## src/rtl/battle_pkg.sv

```systemverilog
// Shared types and helpers for the battle turn sequencer: state encoding,
// key codes, HP widths and the floor-at-zero subtract.
package battle_pkg;

  localparam int HP_P_W  = 7;
  localparam int HP_E_W  = 8;
  localparam int ARITH_W = 9;

  localparam logic [3:0] ST_IDLE    = 4'd0;
  localparam logic [3:0] ST_INIT    = 4'd1;
  localparam logic [3:0] ST_P_WAIT  = 4'd2;
  localparam logic [3:0] ST_P_HIT   = 4'd3;
  localparam logic [3:0] ST_CHECK_E = 4'd4;
  localparam logic [3:0] ST_E_DELAY = 4'd5;
  localparam logic [3:0] ST_E_HIT   = 4'd6;
  localparam logic [3:0] ST_CHECK_P = 4'd7;
  localparam logic [3:0] ST_WIN     = 4'd8;
  localparam logic [3:0] ST_LOSE    = 4'd9;

  typedef enum logic [3:0] {
    IDLE    = ST_IDLE,
    INIT    = ST_INIT,
    P_WAIT  = ST_P_WAIT,
    P_HIT   = ST_P_HIT,
    CHECK_E = ST_CHECK_E,
    E_DELAY = ST_E_DELAY,
    E_HIT   = ST_E_HIT,
    CHECK_P = ST_CHECK_P,
    WIN     = ST_WIN,
    LOSE    = ST_LOSE
  } battle_state_e;

  localparam logic [7:0] KEY_ATK1 = 8'd1;
  localparam logic [7:0] KEY_ATK2 = 8'd2;
  localparam logic [7:0] KEY_ATK3 = 8'd3;
  localparam logic [7:0] KEY_ATK4 = 8'd4;
  localparam logic [7:0] KEY_HEAL = 8'd5;

  localparam logic [7:0] LFSR_TAPS = 8'hB8;

  function automatic logic [ARITH_W-1:0] sat0(input logic [ARITH_W-1:0] a,
                                              input logic [ARITH_W-1:0] b);
    return (b >= a) ? '0 : a - b;
  endfunction

endpackage

```

## src/rtl/battle_lfsr.sv

```systemverilog
// 8-bit Galois LFSR (x^8+x^6+x^5+x^4+1) plus the 0..9 accuracy fold of its
// low nibble; one instance feeds both the player accuracy and enemy rolls.
module battle_lfsr
  import battle_pkg::*;
#(
  parameter logic [7:0] SEED = 8'hA5
) (
  input  logic       clk_b,
  input  logic       rst,
  input  logic       en,
  output logic [7:0] lfsr,
  output logic [3:0] acc
);

  always_ff @(posedge clk_b) begin
    if (rst) begin
      lfsr <= SEED;
    end else if (en) begin
      lfsr <= {1'b0, lfsr[7:1]} ^ (lfsr[0] ? LFSR_TAPS : 8'h00);
    end
  end

  assign acc = (lfsr[3:0] >= 4'd10) ? lfsr[3:0] - 4'd10 : lfsr[3:0];

endmodule

```

## src/rtl/battle_turn_controller.sv

```systemverilog
// RPG battle turn sequencer: HP registers, alternating turns, enemy think delay
// and win/lose flags. Define BATTLE_HEAL_EN to allow one heal (key 5) per battle.
module battle_turn_controller
  import battle_pkg::*;
#(
  parameter logic [6:0]  PLAYER_HP_INIT = 7'd100,
  parameter logic [7:0]  BOSS_HP_INIT   = 8'd150,
  parameter logic [7:0]  ENEMY_HP_BASE  = 8'd50,
  parameter logic [7:0]  DMG_UNIT       = 8'd10,
  parameter logic [6:0]  ENEMY_DMG_UNIT = 7'd8,
  parameter logic [15:0] ENEMY_DELAY    = 16'd50,
  parameter logic [7:0]  LFSR_SEED      = 8'hA5
) (
  input  logic              clk_b,
  input  logic              rst,
  input  logic              col_e,
  input  logic              boss,
  input  logic              key_valid,
  input  logic [7:0]        key_in,
  output logic [HP_P_W-1:0] HP_player,
  output logic [HP_E_W-1:0] HP_enemy,
  output logic [2:0]        p_attack,
  output logic [2:0]        e_attack,
  output logic              player_turn,
  output logic              in_battle,
  output logic              win,
  output logic              lose
);

  battle_state_e state;
  logic [7:0]         lfsr;
  logic [3:0]         acc;
  logic [2:0]         key_lvl;
  logic [15:0]        dly_cnt;
  logic               key_atk;
  logic               key_take;
  logic [1:0]         e_lvl;
  logic [7:0]         roll_hp;
  logic [ARITH_W-1:0] p_dmg;
  logic [ARITH_W-1:0] e_dmg;
  logic [ARITH_W-1:0] hp_e_sub;
  logic [ARITH_W-1:0] hp_p_sub;

  battle_lfsr #(.SEED(LFSR_SEED)) u_lfsr (
    .clk_b (clk_b),
    .rst   (rst),
    .en    (1'b1),
    .lfsr  (lfsr),
    .acc   (acc)
  );

  assign key_atk  = key_valid && (key_in >= KEY_ATK1) && (key_in <= KEY_ATK4);
  assign e_lvl    = (lfsr[5:4] == 2'd0) ? 2'd1 : lfsr[5:4];
  assign roll_hp  = ENEMY_HP_BASE + (lfsr % 8'd50);
  assign p_dmg    = {6'd0, key_lvl} * {1'b0, DMG_UNIT};
  assign e_dmg    = {7'd0, e_lvl} * {2'd0, ENEMY_DMG_UNIT};
  assign hp_e_sub = sat0({1'b0, HP_enemy}, p_dmg);
  assign hp_p_sub = sat0({2'd0, HP_player}, e_dmg);

`ifdef BATTLE_HEAL_EN
  logic               heal_used;
  logic [ARITH_W-1:0] hp_p_heal_raw;
  logic [ARITH_W-1:0] hp_p_heal;

  assign key_take      = key_atk || (key_valid && (key_in == KEY_HEAL) && !heal_used);
  assign hp_p_heal_raw = {2'd0, HP_player} + 9'd20;
  assign hp_p_heal     = (hp_p_heal_raw > {2'd0, PLAYER_HP_INIT}) ? {2'd0, PLAYER_HP_INIT}
                                                                 : hp_p_heal_raw;
`else
  assign key_take = key_atk;
`endif

  always_ff @(posedge clk_b) begin
    if (rst) begin
      state       <= IDLE;
      HP_player   <= PLAYER_HP_INIT;
      HP_enemy    <= '0;
      p_attack    <= '0;
      e_attack    <= '0;
      player_turn <= 1'b0;
      in_battle   <= 1'b0;
      win         <= 1'b0;
      lose        <= 1'b0;
      key_lvl     <= '0;
      dly_cnt     <= '0;
`ifdef BATTLE_HEAL_EN
      heal_used   <= 1'b0;
`endif
    end else begin
      case (state)
        IDLE: begin
          if (col_e) begin
            state     <= INIT;
            in_battle <= 1'b1;
            win       <= 1'b0;
            lose      <= 1'b0;
          end
        end
        INIT: begin
          HP_player   <= PLAYER_HP_INIT;
          HP_enemy    <= boss ? BOSS_HP_INIT : roll_hp;
          p_attack    <= '0;
          e_attack    <= '0;
          player_turn <= 1'b1;
          state       <= P_WAIT;
`ifdef BATTLE_HEAL_EN
          heal_used   <= 1'b0;
`endif
        end
        P_WAIT: begin
          if (key_take) begin
            key_lvl     <= key_in[2:0];
            player_turn <= 1'b0;
            state       <= P_HIT;
          end
        end
        P_HIT: begin
`ifdef BATTLE_HEAL_EN
          if ({5'd0, key_lvl} == KEY_HEAL) begin
            HP_player <= hp_p_heal[HP_P_W-1:0];
            p_attack  <= key_lvl;
            heal_used <= 1'b1;
          end else
`endif
          if ({1'b0, key_lvl} <= acc) begin
            HP_enemy <= hp_e_sub[HP_E_W-1:0];
            p_attack <= key_lvl;
          end else begin
            p_attack <= '0;
          end
          state <= CHECK_E;
        end
        CHECK_E: begin
          if (HP_enemy == '0) begin
            win   <= 1'b1;
            state <= WIN;
          end else begin
            dly_cnt <= ENEMY_DELAY - 16'd1;
            state   <= E_DELAY;
          end
        end
        E_DELAY: begin
          if (dly_cnt == '0) begin
            state <= E_HIT;
          end else begin
            dly_cnt <= dly_cnt - 16'd1;
          end
        end
        E_HIT: begin
          if (acc == 4'd0) begin
            e_attack <= '0;
          end else begin
            HP_player <= hp_p_sub[HP_P_W-1:0];
            e_attack  <= {1'b0, e_lvl};
          end
          state <= CHECK_P;
        end
        CHECK_P: begin
          if (HP_player == '0) begin
            lose  <= 1'b1;
            state <= LOSE;
          end else begin
            player_turn <= 1'b1;
            state       <= P_WAIT;
          end
        end
        WIN, LOSE: begin
          // Outcome flags stay up through IDLE until the next battle starts.
          if (!col_e) begin
            in_battle <= 1'b0;
            state     <= IDLE;
          end
        end
        default: begin
          state <= IDLE;
        end
      endcase
    end
  end

endmodule
```

## config.mk

```make
export PLATFORM = sky130hd
export DESIGN_NAME = battle_turn_controller
export DESIGN_NICKNAME = d
export VERILOG_FILES = /design/src/rtl/battle_pkg.sv /design/src/rtl/battle_lfsr.sv /design/src/rtl/battle_turn_controller.sv
export SDC_FILE = /design/constraint.sdc
export NUM_CORES = 1
export LEC_CHECK = 0
export ABC_CLOCK_PERIOD_IN_PS = 10350
export BUFFER_PORTS_ARGS = -buffer_cell sky130_fd_sc_hd__buf_2
export CORE_ASPECT_RATIO = 0.5
export CORE_MARGIN = 5
export CORE_UTILIZATION = 40
export DETAILED_ROUTE_END_ITERATION = 12
export PLACE_DENSITY = 0.54
export SYNTH_ARGS = -nofsm -noshare
export SYNTH_HDL_FRONTEND = slang
export SYNTH_SLANG_ARGS = --single-unit
```

## constraint.sdc

```tcl
create_clock -name clk_b -period 10.35 [get_ports clk_b]
set_input_delay 1.5525 -clock clk_b [delete_from_list [all_inputs] [get_ports clk_b]]
set_output_delay 1.5525 -clock clk_b [all_outputs]
set_load 0.01 [all_outputs]
```

After elaboration in Yosys (flattened, before gate mapping)
Cells that the tools add are included.
{"block": "op_classes", "multipliers": 1, "n_reduce_logical": 25, "div": 1, "add_sub_neg": 5, "order_cmp": 6, "n_eq_ne": 20, "bitwise_logic": 1, "mux": 35}
{"operator": "$pmux 4 s9", "n": 1}
{"operator": "$mux 16", "n": 2}
{"operator": "$mux 8", "n": 4}
{"operator": "$pmux 16 s2", "n": 1}
{"operator": "$mux 4", "n": 7}
{"operator": "$ne 2x2->1 const B", "n": 11}
{"operator": "$eq 4x3->1 const B", "n": 4}
{"operator": "$logic_not 16->1", "n": 1}
{"operator": "$pmux 8 s2", "n": 1}
{"operator": "$sub 16x1->16 const B", "n": 1}
{"operator": "$reduce_and 3->1", "n": 5}
{"operator": "$mux 7", "n": 2}
{"operator": "$pmux 7 s2", "n": 1}
{"operator": "$pmux 3 s2", "n": 2}
{"operator": "$reduce_bool 2->1", "n": 6}
{"operator": "$add 6x8->8 const A", "n": 1}
{"operator": "$eq 4x2->1 const B", "n": 2}
{"operator": "$eq 4x4->1 const B", "n": 2}
{"operator": "$ge 7x8->1", "n": 1}
{"operator": "$ge 8x1->1 const B", "n": 1}
{"operator": "$le 8x3->1 const B", "n": 1}
{"operator": "$logic_not 4->1", "n": 2}
{"operator": "$logic_not 8->1", "n": 1}
{"operator": "$mod 8x6->8 const B", "n": 1}
{"operator": "21 further kinds", "n": 33}
{"block": "totals", "out_inout_bits": 25, "regBits": 56, "elab_cells": 106, "inputBits": 13}

Logic depth before layout (Yosys ltp)
{"block": "logic_depth", "word_depth": 6, "mapped_depth": 16, "ltp_nobuf": 13}

By module
Synthesis repeated with hierarchy kept, for this count alone.
{"block": "hier_totals", "hier_cells": 467, "hier_area_um2": 3643.5}
{"mod": "battle_turn_controller", "n_inst": 1, "cells_per_inst": 427, "seq_area_each_um2": 900.9, "area_per_inst_um2": 3279.4}
{"mod": "battle_lfsr", "n_inst": 1, "cells_per_inst": 40, "seq_area_each_um2": 160.2, "area_per_inst_um2": 364.1}

Worst setup path before layout
Ideal clock, no wire load.
{"block": "synth_timing", "path_kind": "register to register", "start": "register u_lfsr.lfsr[1]", "end": "register HP_enemy[5]", "period_less_slack_ns": 3.686, "path_stages_with_launch": 17, "t_arrival_ns": 3.623, "setup_ns": 0.063, "slack_ns": 6.664, "path_buffers": 3, "required_time_ns": 10.287, "cell_sequence": "dfxtp_1 -> clkbuf_1 -> inv_1 -> ha_1 -> or2_1 -> buf_6 -> a211o_1 -> a32oi_1 -> a21oi_2 -> o31ai_4 -> buf_6 -> mux2i_1 -> ha_1 -> a21oi_1 -> mux2_2 -> a2111o_1 -> nand3_1"}
{"block": "synth_between", "elab_chain_len": 5, "elab_cells_between_ends": 10, "classes_between": "2 x add/sub; 1 x div; 2 x order compare; 1 x eq/ne; 3 x mux; 1 x reduce/logical"}
{"element": "start: declaration", "line_no": "battle_lfsr.sv:11", "text": "output logic [7:0] lfsr,"}
{"element": "start signal: assignment", "line_no": "battle_lfsr.sv:19", "text": "lfsr <= {1'b0, lfsr[7:1]} ^ (lfsr[0] ? LFSR_TAPS : 8'h00);"}
{"element": "parallel branches: the longest is 5 deep, another holds $mod 8x6->8"}
{"element": "end signal: assignment", "line_no": "battle_turn_controller.sv:101", "text": "HP_enemy <= boss ? BOSS_HP_INIT : roll_hp;"}
{"element": "end signal: assignment", "line_no": "battle_turn_controller.sv:126", "text": "HP_enemy <= hp_e_sub[HP_E_W-1:0];"}
{"element": "end: declaration", "line_no": "battle_turn_controller.sv:21", "text": "output logic [HP_E_W-1:0] HP_enemy,"}
Parallel ways; which one is timed is not known.
A chain may end at the register's enable or synchronous reset.

Final worst setup path
Same ends and word-level chain as after synthesis.

==> impl_metrics.env <==
export IMPL_antenna_found_initial=0
export IMPL_start_util_pct=41.0
export IMPL_htreeDepth=2
export IMPL_final_area_mm2=0.00424
export IMPL_cts_resized=0
export IMPL_layout_commonest_cell="nor2_1"
export IMPL_drive_gt1_share_pct=12.1
export IMPL_power_density_mw_per_mm2=153
export IMPL_drtPass1Iterations=5
export IMPL_slew_viol_final=0
export IMPL_end_kind="register"
export IMPL_clock_sinks=53
export IMPL_cts_hold_buffers_added=0
export IMPL_min_period_over_period_pct=39.3
export IMPL_worst_slew_pin_slew_ns=0.770
export IMPL_hold_path_cell_count=1
export IMPL_numCtsBuffers=5
export IMPL_drc_errors=0
export IMPL_rows=25
export IMPL_vias=3552
export IMPL_power_leakage_nw=1.71
export IMPL_antenna_cells=0
export IMPL_synth_top_family_by_area="simple AND/OR/NAND/NOR gates"
export IMPL_die_x_um=149
export IMPL_fill_cells=1001
export IMPL_start_kind="register"
export IMPL_reg2reg_to="HP_enemy[5]"
export IMPL_ys_types=74
export IMPL_rrSetupSlack_ns=6.28
export IMPL_first_iter_violations=159
export IMPL_synth_edff_count=0
export IMPL_clock_latency_ns=0.30
export IMPL_mostFrequentLayoutCells="nor2_1 (63), dfxtp_1 (53), buf_2 (34)"
export IMPL_tritoncts="built"
export IMPL_synthFlopType="dfxtp_1"
export IMPL_cts_root_buf="clkbuf_16"
export IMPL_cp_data_required_time_ns=10.59
export IMPL_synth_xor_area_share_pct=5.66
export IMPL_worstReg2RegStart="u_lfsr.lfsr[1]"
export IMPL_ant_nets=0
export IMPL_synth_fa_ha_area_share_pct=8.08
export IMPL_final_hold_viol_count=0
export IMPL_max_cap_viol_count=0
export IMPL_ios=38
export IMPL_synth_seq_cells=53
export IMPL_grt_pass1_vias=3320
export IMPL_overflow=0
export IMPL_period_minus_slack_ns=4.07
export IMPL_skew_ns=0.00688
export IMPL_synth_top_area_cell="dfxtp_1"
export IMPL_arrival_ns=4.31
export IMPL_synth_avg_cell_area_um2=7.85
export IMPL_hold_path_class="register to register"
export IMPL_setup_viol=0
export IMPL_max_freq_mhz=246
export IMPL_finalWirelength_um=9690
export IMPL_synthCells=493
export IMPL_outcome="finished clean"
export IMPL_ys_warn_count=0
export IMPL_fin_tns_setup_ns=0
export IMPL_die_h_um=79.6
export IMPL_vias_per_cell=5.48
export IMPL_core_mm2=0.00945
export IMPL_slew_headroom_pct=48.7
export IMPL_hold_path_end="dly_cnt[0]"
export IMPL_area_growth_pct=9.54
export IMPL_synth_area_mm2=0.00387
export IMPL_grt_pass1_wl_um=16800
export IMPL_synth_compound_area_share_pct=23.9
export IMPL_dieArea_mm2=0.0119
export IMPL_r2r_cells=13
export IMPL_clockBufferDepth=2
export IMPL_ir_drop_uv=58.3
export IMPL_async_flop_share_pct=0
export IMPL_fin_nets=548
export IMPL_dpl_instance_area_mm2=0.00410
export IMPL_grt_usage_pct=17.3
export IMPL_synth_simple_gate_area_share_pct=25.2
export IMPL_synthMuxAreaShare_pct=3.27
export IMPL_rsz0062_at_grt="false"
export IMPL_synthTopCellsByArea="dfxtp_1 (27%), ha_1 (6.8%), nor2_1 (6.1%), xnor2_1 (3.4%), a21oi_1 (3.2%)"
export IMPL_path_clk_slew_ns=0.07
export IMPL_synth_top_area_share_pct=27.4
export IMPL_wl_per_cell_um=15.0
export IMPL_post_cts_buffers=0
export IMPL_worstSetupPathType="register to register"
export IMPL_hpwl_um=7190
export IMPL_place_congestion=0.929
export IMPL_grt_max_degree=38
export IMPL_crit_path_max_fanout=14
export IMPL_yosysSeqAreaShare_pct=27.4
export IMPL_port_buffers=34
export IMPL_hold_start="dly_cnt[0]"
-- area by class of cell --
cell class,count,area [um2],area share (%)
multi-input combinational,385,2570,60.6
clock inverter,2,13.8,0.325
inverter,32,120,2.83
clock buffer,6,129,3.04
tap,135,169,3.98
timing repair buffer,35,178,4.19
sequential,53,1060,25.0
-- sequential cells by signal, summed over array words and instances (netlist names) --
| register | count |
|---|---|
| HP_enemy | 8 |
| HP_player | 5 |
| dly_cnt | 16 |
| e_attack | 2 |
| in_battle | 1 |
| key_lvl | 3 |
| lose | 1 |
| p_attack | 3 |
| player_turn | 1 |
| state | 4 |
| u_lfsr.lfsr | 8 |
| win | 1 |
-- cells in the mapped netlist, types with 4 or more instances --
master,instances
nand2_1,32
or2_2,4
nand2b_1,4
a211o_1,5
inv_1,31
nor4_1,10
ha_1,21
a22oi_1,6
o211ai_1,4
clkbuf_1,13
xnor2_1,15
nand3b_1,4
a31oi_1,5
a21oi_1,25
o21ai_0,25
nor2_1,63
a211oi_1,5
xor2_1,10
nor2b_1,8
nor3_1,18
o21a_1,7
dfxtp_1,53
buf_2,6
nand4_1,5
and3_1,4
nand3_1,16
mux2_2,5
mux2i_1,7
-- where the power goes --
group          internal (mW)  switching (mW)  total (mW)
Combinational         0.0952           0.136       0.231
Sequential             0.218          0.0278       0.245
Clock                 0.0905          0.0801       0.171
-- cell families (layout without fill, tap and decap cells) --
logic type | Yosys count | in the layout
mux | 12 | 12
buf+inv | 57 | 75
simple gates | 193 | 193
fa+ha+maj | 24 | 24
flops | 53 | 53
compound gates | 128 | 128
xor+xnor | 25 | 25
other cells | 1 | 3
-- stage by stage --
| stage | setup WS (ns) | cells | hold WS (ns) | utilization, % | power (mW) |
|---|---|---|---|---|---|
| finish | 6.28 | 648 | 0.497 | 44.9 | 0.647 |
| global route | 5.98 | 648 | 0.542 | 44.9 | 0.696 |
| CTS | 6.28 | 648 | 0.500 | 44.9 | 0.651 |
| detailed placement | 6.28 | 640 | 0.485 | 43.4 | 0.477 |
| global placement | 6.42 | 640 | 0.468 | 43.4 | 0.478 |
| floorplan | 6.66 | 495 | 0.460 | - | 0.426 |
-- worst max-delay path, cell delays in order, from the launching register on --
cell and delay [ns]:
dfxtp_1 0.59, inv_1 0.26, ha_1 0.30, or2_1 0.31, a211o_1 0.31, a32oi_1 0.23, a21oi_2 0.12, o31ai_4 0.54
mux2i_1 0.25, ha_1 0.23, a21oi_1 0.08, mux2_2 0.31, a2111o_1 0.41, nand3_1 0.06
-- per-layer routing --
metal | up-vias | GRT usage [%] | part of all wire [%]
li1 | 1810 | - | -
met1 | 1653 | 24.9 | 53
met2 | 80 | 26.8 | 41
met3 | 9 | 3.06 | 4.3
met4 | 0 | 4.11 | 0.97
met5 | - | 0 | 0
-- worst max-delay path by stage --
| stage | slack (ns) | depth (start not counted) | from | end |
|---|---|---|---|---|
| after floorplan | 6.66 | 16 | u_lfsr.lfsr[1] | HP_enemy[5] |
| after global placement | 6.42 | 13 | u_lfsr.lfsr[1] | HP_enemy[5] |
| after detailed placement | 6.28 | 13 | u_lfsr.lfsr[1] | HP_enemy[5] |
| after CTS | 6.28 | 13 | u_lfsr.lfsr[1] | HP_enemy[5] |
| after global routing | 5.98 | 13 | u_lfsr.lfsr[1] | HP_enemy[5] |
| final | 6.28 | 13 | u_lfsr.lfsr[1] | HP_enemy[5] |
Power figures use the tool's default switching activity.
